**config.mk**
```make
export PLATFORM = sky130hd
export DESIGN_NAME = cmd_sequencer
export DESIGN_NICKNAME = d
export VERILOG_FILES = /design/src/rtl/cmd_sequencer.sv
export SDC_FILE = /design/constraint.sdc
export NUM_CORES = 1
export LEC_CHECK = 0
export CAP_MARGIN = 20
export CORE_MARGIN = 1.5
export CORE_UTILIZATION = 55
export DETAILED_ROUTE_END_ITERATION = 10
export PLACE_DENSITY = 0.79
export RECOVER_POWER = 100
export SLEW_MARGIN = 20
export SYNTH_ARGS = -nofsm -noshare
export SYNTH_HDL_FRONTEND = slang
export SYNTH_SLANG_ARGS = --single-unit
```
**constraint.sdc**
```tcl
create_clock -name sdramclk -period 3.5 [get_ports sdramclk]
set_input_delay 0.7 -clock sdramclk [delete_from_list [all_inputs] [get_ports sdramclk]]
set_output_delay 0.7 -clock sdramclk [all_outputs]
set_load 0.02 [all_outputs]
```
**src/rtl/cmd_sequencer.sv**
```systemverilog
// Host-side command initiator for the SDRAM/DDR3 command controller: runs the reset trio,
// then bounded LOAD/RUN transfers closed with RETURN, with ack and idle timeouts.
module cmd_sequencer #(
    parameter int unsigned ACK_TIMEOUT  = 16,
    parameter int unsigned IDLE_TIMEOUT = 16384,
    parameter int unsigned LEN_W        = 16
) (
    input  logic             sdramclk,
    input  logic             reset,
    input  logic             init_req,
    input  logic             load_req,
    input  logic [LEN_W-1:0] load_len,
    input  logic             run_req,
    input  logic [LEN_W-1:0] run_len,
    input  logic             wr_beat,
    input  logic             rd_beat,
    input  logic [3:0]       ctrl_state,
    output logic [3:0]       command,
    output logic             busy,
    output logic             done,
    output logic             error,
    output logic             init_ok
);

    localparam int unsigned TmoW = $clog2(IDLE_TIMEOUT + 1);
    localparam logic [TmoW-1:0] AckLimit  = TmoW'(ACK_TIMEOUT - 1);
    localparam logic [TmoW-1:0] IdleLimit = TmoW'(IDLE_TIMEOUT - 1);

    localparam logic [3:0] CmdNop        = 4'd0;
    localparam logic [3:0] CmdRun        = 4'd1;
    localparam logic [3:0] CmdLoad       = 4'd2;
    localparam logic [3:0] CmdResetRead  = 4'd3;
    localparam logic [3:0] CmdResetSdram = 4'd4;
    localparam logic [3:0] CmdResetWrite = 4'd5;
    localparam logic [3:0] CmdReturn     = 4'd6;

    typedef enum logic [2:0] {
        StIdle, StIssue, StAck, StWaitIdle, StXfer, StRet, StFail
    } state_e;

    state_e           state_q;
    logic [3:0]       step_q;
    logic [LEN_W-1:0] len_q;
    logic [LEN_W-1:0] beat_cnt_q;
    logic [TmoW-1:0]  tmo_q;

    logic             accept;
    logic [3:0]       req_cmd;
    logic [LEN_W-1:0] req_len;
    logic [TmoW-1:0]  tmo_inc;
    logic [LEN_W-1:0] beat_inc;
    logic             beat;
    logic             is_xfer;
    logic [3:0]       next_init_step;

    always_comb begin
        accept         = init_req | (init_ok & (load_req | run_req));
        req_cmd        = init_req ? CmdResetSdram : (load_req ? CmdLoad : CmdRun);
        req_len        = load_req ? load_len : run_len;
        tmo_inc        = (&tmo_q) ? tmo_q : tmo_q + 1'b1;
        beat_inc       = (&beat_cnt_q) ? beat_cnt_q : beat_cnt_q + 1'b1;
        beat           = (step_q == CmdLoad) ? wr_beat : rd_beat;
        is_xfer        = (step_q == CmdLoad) || (step_q == CmdRun);
        next_init_step = (step_q == CmdResetSdram) ? CmdResetWrite : CmdResetRead;
    end

    always_ff @(posedge sdramclk) begin
        if (reset) begin
            state_q    <= StIdle;
            step_q     <= CmdNop;
            len_q      <= '0;
            beat_cnt_q <= '0;
            tmo_q      <= '0;
            command    <= CmdNop;
            busy       <= 1'b0;
            done       <= 1'b0;
            error      <= 1'b0;
            init_ok    <= 1'b0;
        end else begin
            done <= 1'b0;
            unique case (state_q)
                StIdle: begin
                    command <= CmdNop;
                    if (accept) begin
                        step_q  <= req_cmd;
                        len_q   <= req_len;
                        busy    <= 1'b1;
                        error   <= 1'b0;
                        state_q <= StIssue;
                    end
                end
                StIssue: begin
                    command    <= step_q;
                    tmo_q      <= '0;
                    beat_cnt_q <= '0;
                    state_q    <= StAck;
                end
                StAck: begin
                    if (ctrl_state != 4'd0) begin
                        tmo_q <= '0;
                        if (!is_xfer) begin
                            command <= CmdNop;
                            state_q <= StWaitIdle;
                        end else if (len_q == '0) begin
                            command <= CmdReturn;
                            state_q <= StRet;
                        end else begin
                            command <= CmdNop;
                            state_q <= StXfer;
                        end
                    end else if (step_q == CmdResetRead && tmo_q != '0) begin
                        // A read-FIFO reset may complete before its state is ever visible
                        command <= CmdNop;
                        init_ok <= 1'b1;
                        done    <= 1'b1;
                        busy    <= 1'b0;
                        state_q <= StIdle;
                    end else if (tmo_q >= AckLimit) begin
                        command <= CmdReturn;
                        state_q <= StFail;
                    end else begin
                        tmo_q <= tmo_inc;
                    end
                end
                StWaitIdle: begin
                    if (ctrl_state == 4'd0) begin
                        if (step_q == CmdResetRead) begin
                            init_ok <= 1'b1;
                            done    <= 1'b1;
                            busy    <= 1'b0;
                            state_q <= StIdle;
                        end else begin
                            step_q  <= next_init_step;
                            state_q <= StIssue;
                        end
                    end else if (tmo_q >= IdleLimit) begin
                        command <= CmdReturn;
                        state_q <= StFail;
                    end else begin
                        tmo_q <= tmo_inc;
                    end
                end
                StXfer: begin
                    if (beat) begin
                        beat_cnt_q <= beat_inc;
                        if (beat_inc == len_q) begin
                            command <= CmdReturn;
                            tmo_q   <= '0;
                            state_q <= StRet;
                        end
                    end
                end
                StRet: begin
                    if (ctrl_state == 4'd0) begin
                        command <= CmdNop;
                        done    <= 1'b1;
                        busy    <= 1'b0;
                        state_q <= StIdle;
                    end else if (tmo_q >= AckLimit) begin
                        state_q <= StFail;
                    end else begin
                        tmo_q <= tmo_inc;
                    end
                end
                StFail: begin
                    command <= CmdNop;
                    error   <= 1'b1;
                    init_ok <= 1'b0;
                    busy    <= 1'b0;
                    state_q <= StIdle;
                end
                default: state_q <= StIdle;
            endcase
        end
    end

endmodule

```
* Word level (Yosys, flattened, before mapping)
Cells that the tools add are included.
** Word-level totals
- Register bits after elaboration :: 62
- Logic and storage cells :: 136
** Cells by class
- $add $sub $neg :: 2
- $lt $le $gt $ge :: 2
- Bitwise logic cells :: 3
- Eq/ne operators :: 27
- Reduce and logical (&&, ||, !) cells :: 26
- Muxes and demuxes :: 66
** Operators with widths (count)
- two-way mux 15 bit :: 9
- one-hot mux 15 bit (5 select lines) :: 1
- two-way mux 16 bit :: 3
- two-way mux 4 bit :: 11
- two-way mux 3 bit :: 14
- one-hot mux 16 bit (2 select lines) :: 1
- inequality test 2 bit, second input constant :: 13
- one-hot mux 4 bit (6 select lines) :: 1
- AND reduction 7 bit :: 3
- two-way mux 1 bit :: 19
- one-hot mux 3 bit (6 select lines) :: 1
- adder 16 x 1 -> 16 bit, second input constant :: 1
- equality test 16 bit :: 1
- zero test 16 bit :: 1
- AND reduction 16 bit :: 1
- adder 15 x 1 -> 15 bit, second input constant :: 1
- greater-or-equal comparator 15 x 14 -> 1 bit, second input constant :: 1
- greater-or-equal comparator 15 x 4 -> 1 bit, second input constant :: 1
- AND reduction 15 bit :: 1
- nonzero test 15 bit :: 1
- nonzero test 5 bit :: 2
- equality test 3 bit, second input constant :: 3
- equality test 4 x 2 -> 1 bit, second input constant :: 2
- one-hot mux 4 bit (2 select lines) :: 1
- 24 further kinds :: 33

* Longest topological paths before layout
- Depth in word-level cells :: 6
- Depth in mapped cells :: 12

* Least setup slack after synthesis
Ideal clock, no wire load.
- Kind :: register to register
- Start point :: register beat_cnt_q[0]
- End point :: register tmo_q[11]
- Clock period less this slack :: 2.739 ns
- Buffers on the path :: 1
- Setup time :: 0.091 ns
- Cell stages (with the launch flop) :: 11
- Arrival time :: 2.648 ns
- Path slack :: 0.761 ns
- Data required time :: 3.409 ns
- Cell sequence :: dfxtp_1 ha_1 nand3_2 nor4_1 mux2i_1 mux2i_1 nor4_1 a31oi_1 nor2_1 buf_4 a311oi_1
** Between the ends
- Cells in the longest elaborated chain, start to end :: 5
- Elaborated cells between the ends (all ways) :: 6
- Classes of those cells :: add/sub: 1; eq/ne: 2; mux: 1; reduce/logical: 2
** Ends and longest elaborated chain
- start, declared :: RTL line 44 : logic [LEN_W-1:0] beat_cnt_q;
- start signal, assigned :: RTL line 145 : beat_cnt_q <= beat_inc;
- adder 16 x 1 -> 16 bit / AND reduction 16 bit (equally long branches) :: RTL line 61 : beat_inc = (&beat_cnt_q) ? beat_cnt_q : beat_cnt_q + 1'b1;
- two-way mux 16 bit * :: RTL line 61
- equality test 16 bit * :: RTL line 146 : if (beat_inc == len_q) begin
- inequality test 2 bit (no line) *
- AND reduction 7 bit (no line) *
- end signal, assigned :: RTL line 122 : tmo_q <= tmo_inc;
- end signal, assigned :: RTL line 140 : tmo_q <= tmo_inc;
- end signal, assigned :: RTL line 162 : tmo_q <= tmo_inc;
- end, declared :: RTL line 45 : logic [TmoW-1:0] tmo_q;
Every way passes the cells marked *; elsewhere a longest branch is shown, timed or not.
A chain may end at the register's enable or synchronous reset.

* Final worst setup path
- Start point :: register beat_cnt_q[0]
- End point :: register tmo_q[5]
Same word-level chain as after synthesis.

==> qor.yml <==
power:
  power_leakage_nw: 1.73
  power_density_mw_per_mm2: 581
  ir_drop_mv: 0.314
  power.total_mw: 2.77
placement:
  dp_hpwl_um: 7960
  place_area_sq_mm: 0.00457
  post-place-cells: 656
  place.gp.congestion: 0.927
  detailedPlace.worstSlack_ps: 216
  portBuffers: 49
layout:
  fillers: 574
  fin_cells: 673
  post-route-util: 0.692
  final_nets: 618
  drive_above_1_share: 0.0763
  final_area_sq_mm: 0.00478
  n_antenna_cell: 0
  ff_latch_area_sq_mm: 0.00120
  areaGrowthSynthToFinish_pct: 19.2
  multiInputGateArea_sq_mm: 0.00264
yosys:
  ys_ff_latch: 60
  synth_edf_count: 0
  yosys.cell_types.count: 65
  synth_ff_type: "dfxtp_1"
  synth_compound_area_frac: 0.248
  synthTopCellsByArea: "dfxtp_1, nor2_1, mux2i_1"
  async_reset_ff_frac: 0
  avgSynthCellArea_sq_um: 7.50
  synth.area.mux_share: 0.0574
  ys_warn_count: 0
  synth_top_area_frac: 0.300
  synthCells: 534
  synthAdderAreaFrac: 0.00937
  syn_nets: 580
  synth_xor_area_frac: 0.0393
  synth_top_family_by_area: "simple AND/OR/NAND/NOR gates"
  yosys.area_share.simple: 0.299
  ys_seq_area_frac: 0.300
  syn-cell-area_sq_mm: 0.00401
  yosys.area.top_type: "dfxtp_1"
grt:
  grt_pass1_vias: 3730
  antenna_found_initial: 0
  grt_max_degree: 37
  grt_pass1_wl_um: 18000
  gr-total-overflow: 0
  track_usage: 0.295
routing:
  vias: 4320
  remaining_drc_errors: 0
  vias_per_cell: 6.42
  drt-initial-drc-count: 533
  wl_per_cell_um: 16.6
  drt-total-wl_um: 11200
  dr.pass1.iters: 5
  ant_nets: 0
clock_network:
  clockRootBuffer: "clkbuf_8"
  clk_latency_ps: 350
  htree_num_levels: 3
  cts_tree: "built"
  clkSlewWorstSetupHoldPaths_ps: 70
  clk_path_buf_depth: 2
  cts_buffers: 9
  hold_buffers: 0
  numClockSinks: 60
floorplanning:
  start_util: 0.580
  core_sq_mm: 0.00691
  rows: 30
  io_pins: 51
  die_w_um: 88.4
  die_h_um: 88.4
  die_area_sq_mm: 0.00781
setup_path:
  max_stage_delay_ps: 530
  end_kind: "register"
  crit_chain: "ha_1, nand3_2, nor4_1, o21ai_0, a31o_2, nor4_1, a31oi_2, nor2_1, buf_4, a311oi_1"
  crit_path_frequent_cell: "nor4_1"
  cpMaxStageDelayCell: "nor4_1"
  arrival_ps: 3510
  start_kind: "register"
  cp_max_fo: 11
  critPathKind: "register to register"
  required_ps: 3700
timing:
  finClkSkew_ps: 10.7
  post-route-period-util: 0.946
  period_needed_ps: 3310
  final-setup-viol-count: 0
  finalHoldViolCount: 0
  setup_slack_ps: 188
  relSlewSlack: 0.0106
  drv_slew: 0
  worstMarginPinSlew_ps: 1480
  max_freq_ghz: 0.302
worst_hold_path:
  hold_path.class: "register to register"
run:
  cap_violations: 0
run_status:
  status: "finished, final reports clean"
==> power breakdown <==
part	switching [mW]	internal [mW]
Clock	0.291	0.366
Combinational	0.743	0.465
Sequential	0.122	0.788
Total	1.16	1.62
==> worst max-delay path: cells and delay by family (launching register included) <==
| kind | cells | cell delay, ps |
|---|---|---|
| buffers and inverters | 1 | 200 |
| AOI/OAI and AO/OA | 4 | 830 |
| and+or+nand+nor | 4 | 1360 |
| DFF | 1 | 460 |
| adders and majority gates | 1 | 300 |
==> flip-flops by register name, summed over array words and instances, names as in the netlist, 3 cells and up <==
register and cells:
step_q 3, state_q 3, command 3, len_q 16, beat_cnt_q 16, tmo_q 15
==> per-layer routing <==
layer | vias up | GRT usage | share of wire
met2 | 217 | 0.429 | 0.43
met1 | 1998 | 0.444 | 0.47
met5 | - | 0 | 0
met4 | 0 | 0.0781 | 0.021
met3 | 34 | 0.0578 | 0.083
li1 | 2071 | - | -
==> final cells by class <==
type | count | area share
inverter | 9 | 0.00707
tap | 96 | 0.0251
sequential | 60 | 0.251
multi-input combinational | 429 | 0.552
timing repair buffer | 63 | 0.122
clock buffer | 12 | 0.0325
clock inverter | 4 | 0.00995
==> cell families after synthesis <==
logic type | Yosys count
AOI/OAI and AO/OA | 150
xor gates and xnor gates | 18
adders and majority gates | 3
buffers and inverters | 45
DFF | 60
muxes | 23
other | 1
and+or+nand+nor | 234
==> worst paths after layout <==
| kind | depth (start not counted) | slack, ps | end | startpoint |
|---|---|---|---|---|
| min reg2reg | 2 | 470 | command[0] | command[0] |
| max | 10 | 190 | tmo_q[5] | beat_cnt_q[0] |
| min | 2 | 470 | command[0] | command[0] |
| max reg2reg | 10 | 190 | tmo_q[5] | beat_cnt_q[0] |
==> synth_stat cells, drive strengths merged (3+ instances only) <==
library cell	number
mux2i	23
o21ai	29
inv	8
a22oi	5
nand4	10
clkbuf	27
a31o	3
o31ai	5
a41oi	5
dfxtp	60
a311oi	8
nor3	20
and3	7
nand3b	3
nor2	74
and4	3
a211oi	27
nor3b	3
a31oi	7
nor4	20
or3	4
ha	3
o22ai	4
buf	9
nand2	52
a21oi	38
nand2b	3
o211ai	4
nand3	20
xnor2	8
xor2	10
and2	5
==> placed cells by master, fill, tap and decap left out, types with 5 or more instances in the layout <==
cell             netlist  layout
a211oi_1              27      27
a22oi_1                5       5
nor3_1                20      20
o21ai_0               26      26
clkbuf_8               0      11
clkdlybuf4s50_1        0      38
nand4_1                9       9
o31ai_1                5       5
dlygate4sd3_1          0      10
a41oi_1                5       5
dfxtp_1               60      60
xor2_1                10      10
a21oi_1               38      38
nor2_1                74      74
buf_4                  3      12
nor4_1                18      18
a311oi_1               8       8
a31oi_1                7       6
xnor2_1                8       8
inv_1                  8       8
nand2_1               52      52
mux2i_1               23      23
nand3_1               18      18
and3_1                 6       6
==> repair_timing <==
action,4_1_cts,5_1_grt
setup buffers,0,1
endpoints found under the setup margin,0,14
gates resized for setup,0,2
==> through the flow <==
stage / hold slack, ps / TNS, ps
CTS: 483 / 0
global placement: 461 / 0
global route: 494 / -163
floorplan: 463 / 0
finish: 471 / 0
detailed placement: 467 / 0
No activity file was read; power rests on OpenSTA's default activity.
==> patch 1, RTL diff (same settings) <==
Encoding of `state_e`: now one-hot (7 bits for 7 states).
--- a/src/rtl/cmd_sequencer.sv
+++ b/src/rtl/cmd_sequencer.sv
@@ -34,8 +34,8 @@
     localparam logic [3:0] CmdResetWrite = 4'd5;
     localparam logic [3:0] CmdReturn     = 4'd6;
 
-    typedef enum logic [2:0] {
-        StIdle, StIssue, StAck, StWaitIdle, StXfer, StRet, StFail
+    typedef enum logic [6:0] {
+        StIdle = 7'b0000001, StIssue = 7'b0000010, StAck = 7'b0000100, StWaitIdle = 7'b0001000, StXfer = 7'b0010000, StRet = 7'b0100000, StFail = 7'b1000000
     } state_e;
 
     state_e           state_q;
Behaviour: no difference found for any inputs over 10 cycles, from zero or initial values and one cycle with reset high; not proved beyond that.
==> patch 1 against the unedited design <==
- routed wire length increased by 19%
- count of clock-buffer cells in the layout unchanged
- hold slack improved by 0.0024 ns
- sequential cell count increased by 4
- global-route usage increased by 2.8 points
- synthesized area increased by 11%
- cell count increased by 10%
- synthesized cell count increased by 12%
- sequential share of layout area decreased by 0.72 points
- worst setup slack improved by 0.083 ns
- design area increased by 9.8%
- critical endpoint is now command[1]$_SDFFE_PP0P_
Power is not compared: it rests on default switching activity, and its combinational part moved more than twofold at a synthesized area within 25%.
==> patch 1: results (changes against the unedited design) <==
.. list-table::
   :header-rows: 1

   * - Metric
     - Value
   * - Syn Area/Cell
     - 7.47 um^2 (was 7.50 um^2)
   * - Xor/xnor share of the synthesized area
     - 0.0334 (was 0.0393)
   * - Cell types occupying the most area after synthesis
     - sky130_fd_sc_hd__dfxtp_1 29%, sky130_fd_sc_hd__nor2_1 5.0%, sky130_fd_sc_hd__a21oi_1 4.3% (was sky130_fd_sc_hd__dfxtp_1 30%, sky130_fd_sc_hd__nor2_1 6.9%, sky130_fd_sc_hd__mux2i_1 5.7%)
   * - Layout cells sized above 1
     - 0.0658 (was 0.0763)
   * - Max_slew headroom
     - 0.360 (was 0.0106)
   * - Number of cells after detailed placement
     - 725 (was 656)
   * - Detailed-route wire length per cell
     - 18.0 um (was 16.6 um)
   * - Vias in the first global route
     - 4494 (was 3730)
   * - Overall Global Routing Usage
     - 0.323 (was 0.295)
   * - Portion of netlist area occupied by mux cells
     - 0.0427 (was 0.0574)
   * - Sequential element share of the synthesized area
     - 0.288 (was 0.300)
   * - Post-Synth Adder-Cell Area
     - 0.00843 (was 0.00937)
   * - DR iter-0 viols
     - 539 (was 533)
   * - Fillcell total
     - 693 (was 574)
   * - Net count reported at finish
     - 680 (was 618)
   * - Number of design rule violations left after detail routing
     - 0 (unchanged)
   * - Met2 track utilization from global routing
     - 0.492 (was 0.429)
   * - Number of search-and-repair iterations in the first detailed-routing pass
     - 5 (unchanged)
   * - Final WL
     - 13.3 mm (was 11.2 mm)
   * - Compound-Gate Fraction of Synth Area
     - 0.255 (was 0.248)
   * - Syn Nets
     - 642 (was 580)
   * - Gpl congestion
     - 0.933 (was 0.927)
   * - Cell types with the highest counts after synthesis
     - 64 x sky130_fd_sc_hd__dfxtp_1, 59 x sky130_fd_sc_hd__nor2_1, 38 x sky130_fd_sc_hd__a21oi_1 (was 74 x sky130_fd_sc_hd__nor2_1, 60 x sky130_fd_sc_hd__dfxtp_1, 52 x sky130_fd_sc_hd__nand2_1)
   * - Placed standard-cell area
     - 5040 um^2 (was 4570 um^2)
   * - Clock root buffer
     - sky130_fd_sc_hd__clkbuf_8 (unchanged)
   * - Met3 Usage GRT
     - 0.0642 (was 0.0578)
   * - Path depth of the worst reg2reg path
     - 8 (was 10)
   * - Clock skew after layout
     - 0.0157 ns (was 0.0107 ns)
   * - Vias/cell
     - 6.62 (was 6.42)
   * - Met1 Resource Use GR
     - 0.445 (was 0.444)
   * - Cell with the largest stage delay on the worst path
     - sky130_fd_sc_hd__or4_1 (was sky130_fd_sc_hd__nor4_1)
   * - DPL Wire Length
     - 9.53 mm (was 7.96 mm)
   * - Area of the multi-input gates
     - 2930 um^2 (was 2640 um^2)
   * - Outcome
     - finished, final reports clean (unchanged)
   * - Number of distinct library cells after synthesis
     - 63 (was 65)
   * - Maximum number of pins on one net before global-route repair
     - 48 (was 37)
   * - Critical path data arrival time
     - 3.48 ns (was 3.51 ns)
   * - Family with the most delay on the worst path
     - simple AND/OR/NAND/NOR gates (unchanged)
==> patch 1: cell types whose count changed in the layout (fill, tap and decap cells not counted), moves of 10 or more <==
cell / change
sky130_fd_sc_hd__inv_1: +11
sky130_fd_sc_hd__o21ai_0: +10
sky130_fd_sc_hd__nand2_1: -15
sky130_fd_sc_hd__nor2_1: -15
sky130_fd_sc_hd__nand3_1: +12
sky130_fd_sc_hd__nand4_1: +10
==> patch 1: power groups by stage <==
stage                     registers [uW]  logic, uW  clock network [uW]
after floorplan                      847        281                   0
after global placement               862        407                   0
after detailed placement             866        415                   0
after CTS                            849        420                 745
after global routing                 859        463                 781
final                                852        417                 744
==> patch 1: per-layer routing <==
layer | part of all wire | vias up
met5 | 0 | -
met2 | 0.44 | 271
li1 | - | 2327
met1 | 0.44 | 2271
met4 | 0.027 | 0
met3 | 0.095 | 33
==> patch 1: worst min-delay path: stages, from the launching register on <==
cell and delay (ns):
sky130_fd_sc_hd__dfxtp_1 0.31, sky130_fd_sc_hd__inv_1 0.05, sky130_fd_sc_hd__a221oi_1 0.06
==> patch 1: area by class of cell <==
class | instances | area share
clock buffers | 12 | 0.0296
multi-input cells | 473 | 0.559
clock inverters | 3 | 0.0124
repair buffers | 67 | 0.117
inverters | 19 | 0.0136
well taps | 102 | 0.0243
flip-flops and latches | 64 | 0.244
==> patch 1: cell families after synthesis <==
family / Yosys count
compound gates: 169
xor+xnor: 17
flops: 64
mux: 19
simple gates: 264
buf+inv: 59
fa+ha+maj: 3
other cells: 1
==> patch 1: stage by stage <==
stage	hold WS, ns	setup slack, ns	total power [uW]
3_5_place_dp	0.466	0.370	1280
5_1_grt	0.496	0.0326	2100
3_3_place_gp	0.458	0.406	1270
6_report	0.474	0.271	2010
4_1_cts	0.481	0.346	2010
2_1_floorplan	0.452	0.621	1130
==> patch 1: worst paths after layout <==
path	start	endpoint	slack, ns
worst min-delay path	command[2]$_SDFFE_PP0P_	command[2]$_SDFFE_PP0P_	0.47
worst min register to register	command[2]$_SDFFE_PP0P_	command[2]$_SDFFE_PP0P_	0.47
worst max-delay path	beat_cnt_q[10]$_SDFFE_PP0P_	command[1]$_SDFFE_PP0P_	0.27
worst max register to register	beat_cnt_q[10]$_SDFFE_PP0P_	command[1]$_SDFFE_PP0P_	0.27
==> patch 2, RTL diff (same settings) <==
Made on the original files. Change the parameter `IDLE_TIMEOUT` from 16384 to 8192.
--- a/src/rtl/cmd_sequencer.sv
+++ b/src/rtl/cmd_sequencer.sv
@@ -2,7 +2,7 @@
 // then bounded LOAD/RUN transfers closed with RETURN, with ack and idle timeouts.
 module cmd_sequencer #(
     parameter int unsigned ACK_TIMEOUT  = 16,
-    parameter int unsigned IDLE_TIMEOUT = 16384,
+    parameter int unsigned IDLE_TIMEOUT = 8192,
     parameter int unsigned LEN_W        = 16
 ) (
     input  logic             sdramclk,
Function: no difference found for any inputs over 10 cycles, from zero or initial values and one cycle with reset high; that may be too few to reach the edited logic, so the function may still have changed.
==> patch 2 against the unedited design <==
- worst setup slack worse by 0.059 ns
- sequential power is 6.5% higher
- first-iteration DRC count fell by 25%
- synthesized area rose by 5.8%
- design area grew 6.8%
- sequential cell count fell by 1
- clock skew decreased by 0.0042 ns
- routed wire length is 9.6% higher
- combinational power up 7%
- power grew 7.8%
- via count increased by 5.7%
- hold slack lost 0.015 ns
- largest cell class unchanged
==> patch 2: results (changes against the unedited design) <==
.. list-table::
   :header-rows: 1

   * - Metric
     - Value
   * - Worst hold slack
     - 0.456 ns (was 0.471 ns)
   * - Maximum number of pins on one net before global-route repair
     - 54 (was 37)
   * - DR iter-0 viols
     - 398 (was 533)
   * - DPL Wire Length
     - 8.74 mm (was 7.96 mm)
   * - Gate count after technology mapping
     - 544 (was 534)
   * - Max VDD drop
     - 0.000414 V (was 0.000314 V)
   * - Non-clk buf share
     - 0.129 (was 0.122)
   * - Path depth of the worst reg2reg path
     - 11 (was 10)
   * - End point of the worst hold path
     - command[1]$_SDFFE_PP0P_ (was command[0]$_SDFFE_PP0P_)
   * - Met1 Resource Use GR
     - 0.431 (was 0.444)
   * - Met3 wire length
     - 1.06 mm (was 929 um)
   * - Registers with the most flip-flops
     - beat_cnt_q: 16 flops, len_q: 16 flops, tmo_q: 14 flops (was beat_cnt_q: 16 flops, len_q: 16 flops, tmo_q: 15 flops)
   * - Number of resized instances in the post-cts repair step
     - 1 (was 0)
   * - Overall Global Routing Usage
     - 0.303 (was 0.295)
   * - Cell internal pwr
     - 1760 uW (was 1620 uW)
   * - Syn Nets
     - 590 (was 580)
   * - Final WL
     - 12.3 mm (was 11.2 mm)
   * - Gpl congestion
     - 0.932 (was 0.927)
   * - Area of the die
     - 8250 um^2 (was 7810 um^2)
   * - Number of distinct library cells after synthesis
     - 73 (was 65)
   * - Placed standard-cell area
     - 4860 um^2 (was 4570 um^2)
   * - Clock skew after layout
     - 0.00646 ns (was 0.0107 ns)
   * - Cell types occupying the most area after synthesis
     - sky130_fd_sc_hd__dfxtp_1 28%, sky130_fd_sc_hd__a21oi_1 5.1%, sky130_fd_sc_hd__mux2i_1 5.0% (was sky130_fd_sc_hd__dfxtp_1 30%, sky130_fd_sc_hd__nor2_1 6.9%, sky130_fd_sc_hd__mux2i_1 5.7%)
   * - Outcome
     - finished, final reports clean (unchanged)
   * - Met2 wire length
     - 5.40 mm (was 4.79 mm)
   * - Leakage power
     - 0.00180 uW (was 0.00173 uW)
   * - Vias/cell
     - 6.61 (was 6.42)
   * - Sequential element share of the synthesized area
     - 0.278 (was 0.300)
   * - Worst min-delay path startpoint
     - command[1]$_SDFFE_PP0P_ (was command[0]$_SDFFE_PP0P_)
   * - Reg power frac
     - 0.324 (was 0.328)
   * - Multi-input comb cells
     - 425 (was 429)
   * - Met1 Wirelength
     - 5.47 mm (was 5.22 mm)
   * - Clock power share
     - 0.246 (was 0.237)
   * - Vias in the first global route
     - 4125 (was 3730)
   * - Number of sequential cells in the layout
     - 59 (was 60)
   * - Count of inverters other than clock inverters in the layout
     - 18 (was 9)
   * - Area of the multi-input gates
     - 2840 um^2 (was 2640 um^2)
==> patch 2: cell count changes after synthesis, moves of 6 or more <==
cell,before,now
sky130_fd_sc_hd__nand4_1,9,21
sky130_fd_sc_hd__nand2_1,52,26
sky130_fd_sc_hd__xor2_1,10,4
sky130_fd_sc_hd__o21ai_0,26,34
sky130_fd_sc_hd__nor2_1,74,55
sky130_fd_sc_hd__or4_1,1,7
sky130_fd_sc_hd__xnor2_1,8,16
sky130_fd_sc_hd__inv_1,8,15
==> patch 2: logic make-up (layout without fill, tap and decap cells) <==
kind of cell | count (synthesis) | after routing | share of synthesized area
AND/OR/NAND/NOR | 212 | 212 | 0.291
AO/OA/AOI/OAI | 165 | 165 | 0.260
buffers and inverters | 60 | 108 | 0.0593
flip-flops | 59 | 59 | 0.278
multiplexers | 23 | 23 | 0.0549
XOR/XNOR | 21 | 21 | 0.0466
adder cells (fa/ha/maj) | 3 | 3 | 0.00885
other | 1 | 1 | 0.000884
